==> config.mk <==
export PLATFORM = sky130hd
export DESIGN_NAME = wbdbgbus_arbiter
export DESIGN_NICKNAME = d
export VERILOG_FILES = /design/src/rtl/wbdbgbus_arbiter.sv
export SDC_FILE = /design/constraint.sdc
export NUM_CORES = 1
export LEC_CHECK = 0
export ABC_AREA = 1
export BUFFER_PORTS_ARGS = -buffer_cell sky130_fd_sc_hd__clkbuf_2
export CAP_MARGIN = 10
export CORE_AREA = 2 2 120 122
export DETAILED_ROUTE_END_ITERATION = 8
export DIE_AREA = 0 0 122 124
export SYNTH_ARGS = -nofsm -noshare
export SYNTH_HDL_FRONTEND = slang
export SYNTH_SLANG_ARGS = --single-unit
==> constraint.sdc <==
create_clock -name i_clk -period 1.99 [get_ports i_clk]
set_clock_uncertainty 0.2 [all_clocks]
set_input_delay 0.398 -clock i_clk [delete_from_list [all_inputs] [get_ports i_clk]]
set_output_delay 0.398 -clock i_clk [all_outputs]
set_load 0.005 [all_outputs]
==> src/rtl/wbdbgbus_arbiter.sv <==
// Two-master pipelined Wishbone arbiter: debug bridge (m0) and CPU/DMA (m1) share one slave.
// Define WBDBGBUS_ARB_TIMEOUT_EN to build in the watchdog that aborts cycles a slave never completes.
module wbdbgbus_arbiter #(
  parameter int FIXED_PRIORITY = 0,
  parameter int TIMEOUT_CLKS   = 1024
) (
  input  logic        i_clk,
  input  logic        i_rst,
  input  logic        i_m0_cyc,
  input  logic        i_m0_stb,
  input  logic        i_m0_we,
  input  logic [31:0] i_m0_addr,
  input  logic [31:0] i_m0_data,
  output logic        o_m0_ack,
  output logic        o_m0_err,
  output logic        o_m0_stall,
  output logic [31:0] o_m0_data,
  input  logic        i_m1_cyc,
  input  logic        i_m1_stb,
  input  logic        i_m1_we,
  input  logic [31:0] i_m1_addr,
  input  logic [31:0] i_m1_data,
  output logic        o_m1_ack,
  output logic        o_m1_err,
  output logic        o_m1_stall,
  output logic [31:0] o_m1_data,
  output logic        o_wb_cyc,
  output logic        o_wb_stb,
  output logic        o_wb_we,
  output logic [31:0] o_wb_addr,
  output logic [31:0] o_wb_data,
  input  logic        i_wb_ack,
  input  logic        i_wb_err,
  input  logic        i_wb_stall,
  input  logic [31:0] i_wb_data,
  output logic [1:0]  o_grant,
  output logic        o_timeout
);

`ifdef WBDBGBUS_ARB_TIMEOUT_EN
  typedef enum logic [1:0] {S_IDLE, S_GNT0, S_GNT1, S_ABORT} state_e;
`else
  typedef enum logic [1:0] {S_IDLE, S_GNT0, S_GNT1} state_e;
`endif

  state_e state_q;
  logic   last_q;   // index of the most recently granted master; also the current owner
  logic   gnt0, gnt1, own_cyc, abort_pulse;

  assign gnt0    = (state_q == S_GNT0);
  assign gnt1    = (state_q == S_GNT1);
  assign own_cyc = last_q ? i_m1_cyc : i_m0_cyc;

`ifdef WBDBGBUS_ARB_TIMEOUT_EN
  localparam int CW = $clog2(TIMEOUT_CLKS);
  logic [CW-1:0] wdog_q;
  logic          timeout_q;
  logic          wdog_expired;

  assign wdog_expired = (wdog_q == CW'(TIMEOUT_CLKS - 1)) && !i_wb_ack && !i_wb_err;
  assign abort_pulse  = timeout_q;
`else
  assign abort_pulse  = 1'b0;
`endif

  // NOTE: state registers use non-blocking assignments so every flop samples pre-edge values.
  always_ff @(posedge i_clk or posedge i_rst) begin
    if (i_rst) begin
      state_q   <= S_IDLE;
      last_q    <= 1'b1;
`ifdef WBDBGBUS_ARB_TIMEOUT_EN
      wdog_q    <= '0;
      timeout_q <= 1'b0;
`endif
    end else begin
`ifdef WBDBGBUS_ARB_TIMEOUT_EN
      timeout_q <= 1'b0;
`endif
      case (state_q)
        S_IDLE: begin
`ifdef WBDBGBUS_ARB_TIMEOUT_EN
          wdog_q <= '0;
`endif
          // On a tie, m0 wins under fixed priority or when m1 was served last.
          if (i_m0_cyc && (!i_m1_cyc || (FIXED_PRIORITY != 0) || last_q)) begin
            state_q <= S_GNT0;
            last_q  <= 1'b0;
          end else if (i_m1_cyc) begin
            state_q <= S_GNT1;
            last_q  <= 1'b1;
          end
        end
        S_GNT0, S_GNT1: begin
          if (!own_cyc) begin
            state_q <= S_IDLE;
          end
`ifdef WBDBGBUS_ARB_TIMEOUT_EN
          else if (wdog_expired) begin
            state_q   <= S_ABORT;
            timeout_q <= 1'b1;
          end
          if (i_wb_ack || i_wb_err) wdog_q <= '0;
          else                      wdog_q <= wdog_q + 1'b1;
`endif
        end
`ifdef WBDBGBUS_ARB_TIMEOUT_EN
        S_ABORT: begin
          if (!own_cyc) state_q <= S_IDLE;
        end
`endif
        default: state_q <= S_IDLE;
      endcase
    end
  end

  // Slave side mirrors the owner; everything is forced quiet outside GNT0/GNT1.
  assign o_wb_cyc  = (gnt0 & i_m0_cyc) | (gnt1 & i_m1_cyc);
  assign o_wb_stb  = (gnt0 & i_m0_stb) | (gnt1 & i_m1_stb);
  assign o_wb_we   = (gnt0 & i_m0_we)  | (gnt1 & i_m1_we);
  assign o_wb_addr = gnt0 ? i_m0_addr : (gnt1 ? i_m1_addr : 32'h0);
  assign o_wb_data = gnt0 ? i_m0_data : (gnt1 ? i_m1_data : 32'h0);

  assign o_m0_ack   = gnt0 & i_wb_ack;
  assign o_m0_err   = (gnt0 & i_wb_err) | (abort_pulse & ~last_q);
  assign o_m0_stall = gnt0 ? i_wb_stall : 1'b1;
  assign o_m0_data  = gnt0 ? i_wb_data : 32'h0;

  assign o_m1_ack   = gnt1 & i_wb_ack;
  assign o_m1_err   = (gnt1 & i_wb_err) | (abort_pulse & last_q);
  assign o_m1_stall = gnt1 ? i_wb_stall : 1'b1;
  assign o_m1_data  = gnt1 ? i_wb_data : 32'h0;

  assign o_grant   = {gnt1, gnt0};
  assign o_timeout = abort_pulse;

endmodule

Word-level counts from Yosys, hierarchy flattened
Cells that the tools add are included.

operators by class
  equality and inequality tests = 4
  multiplexer cells = 15
  bitwise logic cells = 13
  reductions and logical operators = 8

operators with widths
  kind                number
  $mux 32             6
  $and 1x1->1         10
  $mux 2              3
  $mux 1              5
  $pmux 2 s2          1
  $reduce_and 2->1    2
  $ne 3x3->1 const B  1
  $or 1x1->1          3
  $eq 2x1->1 const B  1
  $eq 2x2->1 const B  1
  $logic_not 2->1     1
  $ne 2x2->1 const B  1
  $reduce_bool 2->1   1
  $reduce_or 2->1     1
  $logic_and 1x1->1   1
  $logic_not 1->1     1
  $logic_or 1x1->1    1

word-level totals
  register bits = 3
  bits of input ports = 171
  output and inout port bits = 140
  logic and storage cells = 42

Depth between registers and ports, before layout
  word-level depth = 5
  depth in mapped cells = 6

Least setup slack after synthesis
No wires, ideal clock.

  path type = register -> output
  start = reg state_q[0]
  end = out o_wb_addr[10]
  data arrival time = 1106 ps
  required time = 1392 ps
  slack = 286 ps
  cell stages (with the launch flop) = 6
  cell sequence = dfrtp_1 inv_1 ha_1 clkbuf_1 nand3_1 nand2_1

on the way
  word-level cells in the longest chain between the ends = 3

ends and longest elaborated chain
  what                      line  text
  start: declaration        46    state_e state_q;
  start signal: assignment  69    state_q <= S_IDLE;
  start signal: assignment  86    state_q <= S_GNT0;
  start signal: assignment  89    state_q <= S_GNT1;
  $eq 2x2->1                51    assign gnt1 = (state_q == S_GNT1);
  net gnt1                  48    logic gnt0, gnt1, own_cyc, abort_pulse;
  $mux 32 (2 in a row)      120   assign o_wb_addr = gnt0 ? i_m0_addr : (gnt1 ? i_m1_addr : 32'h0);
  end: declaration          30    output logic [31:0] o_wb_addr,

The timed path passes the listed nets, and every way through them passes these cells.

Final worst setup path
  start = reg state_q[1]
  end = out o_wb_we

on the way
  word-level cells in the longest chain between the ends = 3

ends and longest elaborated chain
  what                                      line    text
  $eq 2x1->1 or $eq 2x2->1 (tied branches)  50, 51
  $and 1x1->1                               119     assign o_wb_we = (gnt0 & i_m0_we) | (gnt1 & i_m1_we);
  $or 1x1->1 *                              119
  end: declaration                          29      output logic o_wb_we,

Every way passes the cells marked *; elsewhere a longest branch is shown, timed or not.

==> run metrics <==
DR WL/cell=12.3 microns; Post-Syn Nets=572; Final Setup Violations=98; Routed WL=10.9 mm; Min-Delay Path Class=flip-flop to flip-flop; CTS H-tree depth=1; Startpoint Class=flip-flop; port bufs=slightly above 300; clk sinks=3; antenna cells=0; largest area contributor in the netlist=nand2_1; Worst Path Required=1.39 ns; Root Buffer=clkbuf_16; RSZ-0062 raised after global routing=true; number of enable flip-flop cells after synthesis=0; status=complete, but fails checks; Seq/Total Area, Yosys=0.0435; Core ar.=13700 sq um; most frequent cell after synthesis=nand2_1; Synth cell types=15; LEAKAGE=between 3 and 4 nW; CP Capture Type=output pin; Slowest-stage cell, CP=dfrtp_1; num rows=43; Layout area overhead=127%; hpwl dp=approximately 7.1 mm; Final Wtd Congestion=0.785; antenna viol nets, final=0; Pins Over Slew Limit=0; die width=122 microns; Initial Util=0.128; top-area cell type share of the netlist area=0.443; Yosys warning count=0; share of layout cells above drive strength 1=0.504; top post-synthesis cells by count=nand2_1 (207), inv_1 (76), nand3_1 (67); Power per Cell Area=1020 nW/um^2; WP buf/inv=4; crit path DAT=1.52 ns; fill cell count=roughly 1600; Async SR Flop Fraction=1.00; final net count=881; DRT iter0 DRCs=~130; failing checks=setup timing; clock slew at reported path FFs=around 0.030 ns; slowest stage delay, CP=~0.4 ns; synthesized cell area=1760 sq um; Tcrit/Tclk final=1.07; dominant cells by area after synthesis=nand2_1 (44%), nand3_1 (19%), inv_1 (16%), buf_2 (5.7%), buf_4 (4.3%); worst skew pair latency=0.22 ns; total chip power=4.05 mW; PnR worst setup slack=-0.131 ns; Synth Flop Type=dfrtp_1; vias in the first global route=2600; via count=3435; Avg Cell Area, Syn=4.42 sq um; crit-path max FO=7; drt first pass iters=4; final hold vios=0; Worst path top cell family by delay=buffers and inverters; CP cell instances=buf_6 > ha_4 > buf_8 > clkbuf_16 > a22o_1 > clkbuf_2; CTS tree=built; # DRC=0; largest net degree at the start of global routing=66; vias per cell=3.88; hold_ws=0.331 ns; crit path kind=flip-flop to output pin; flops & latches, synth=3; peak supply drop=roughly 0.00071 V; Peak Freq=around 470 MHz; Cells after Synth=397; Die Y=124 microns; CTS max path bufs=2; Overflow after GRT=0; Max-Cap Viols=0; initial antenna violation count=0; CTS Buf Count=3; first-pass GRT wire length=11.8 mm; io pins=311; GRT Overall Usage=0.0941; Final min period=2.12 ns; die footprint=15100 sq um
==> power by group <==
part / switching, mW / total (mW) / internal [mW]
combinational: 1.89 / 3.61 / 1.71
clock: 0.0552 / 0.320 / 0.264
sequential: 0.0268 / 0.125 / 0.0979
==> worst min-delay path: cells and delay by family, from the launching register on <==
| kind | cells | cell delay [ns] |
|---|---|---|
| flops | 1 | 0.36 |
| compound gates | 1 | 0.09 |
| buf+inv | 1 | 0.06 |
==> layer usage <==
metal / up-vias / global-route usage / part of all wire
met5: - / 0 / 0
met4: 0 / 0.0172 / 0.0028
met3: 4 / 0.00916 / 0.070
met2: 160 / 0.175 / 0.50
met1: 1487 / 0.118 / 0.42
li1: 1784 / - / -
==> sequential cells by signal, indices dropped and copies added (netlist names) <==
register and flops:
state_q 2, last_q 1
==> final cells by class <==
type / count / area [sq um] / share of cell area
well taps: 180 / 225 / 0.0566
inverters: 77 / 294 / 0.0739
multi-input cells: 286 / 1290 / 0.325
repair buffers: 335 / 2010 / 0.505
clock buffers: 4 / 78.8 / 0.0198
flip-flops and latches: 3 / 77.6 / 0.0195
==> final timing paths <==
| path | cells past startpoint | endpoint | slack (ns) | startpoint |
|---|---|---|---|---|
| min | 2 | last_q | 0.33 | last_q |
| max reg2reg | 7 | state_q[0] | 0.48 | state_q[0] |
| max | 6 | o_wb_we | -0.13 | state_q[1] |
| max in group asynchronous | 3 | last_q | 1.01 | i_rst |
| min in group asynchronous | 3 | state_q[0] | 0.37 | i_rst |
| min reg2reg | 2 | last_q | 0.33 | last_q |
==> through the flow <==
| stage | cell area [sq um] | std cells | utilization | setup WS, ns | setup TNS (ns) |
|---|---|---|---|---|---|
| 2_1_floorplan | 1760 | 397 | - | 0.286 | 0 |
| 5_1_grt | 3980 | 885 | 0.290 | -0.188 | -16.00 |
| 6_report | 3980 | 885 | 0.290 | -0.131 | -6.57 |
| 3_3_place_gp | 3480 | 862 | 0.254 | 0.107 | 0 |
| 3_5_place_dp | 3480 | 862 | 0.254 | 0.130 | 0 |
| 4_1_cts | 3570 | 867 | 0.260 | -0.110 | -6.23 |
==> what timing repair did <==
action / 4_1_cts / 5_1_grt
endpoints found under the hold margin: 2 / 0
endpoints found under the setup margin: 101 / 138
setup buffers: 0 / 4
pin swaps: 0 / 13
hold buffers: 1 / 0
gates resized for setup: 0 / 47
gates cloned: 0 / 14
==> placed cells by master (no fill, tap or decap), types with 2 or more instances in the layout <==
cell type / instances
nand2_1: 207
inv_2: 2
o21ai_0: 2
buf_8: 4
nand3_1: 56
a22o_1: 3
ha_4: 2
clkbuf_16: 10
buf_4: 2
buf_16: 2
inv_1: 74
clkbuf_2: 291
nand3_2: 11
buf_6: 6
buf_12: 4
buf_2: 18
ha_1: 2
==> cells by family after synthesis <==
kind of cell    Yosys count  synth area share
other cells               1           0.00214
flops                     3            0.0435
buf+inv                 108             0.267
fa+ha+maj                 4            0.0285
compound gates            6            0.0235
simple gates            275             0.636
Power figures use the tool's default switching activity.
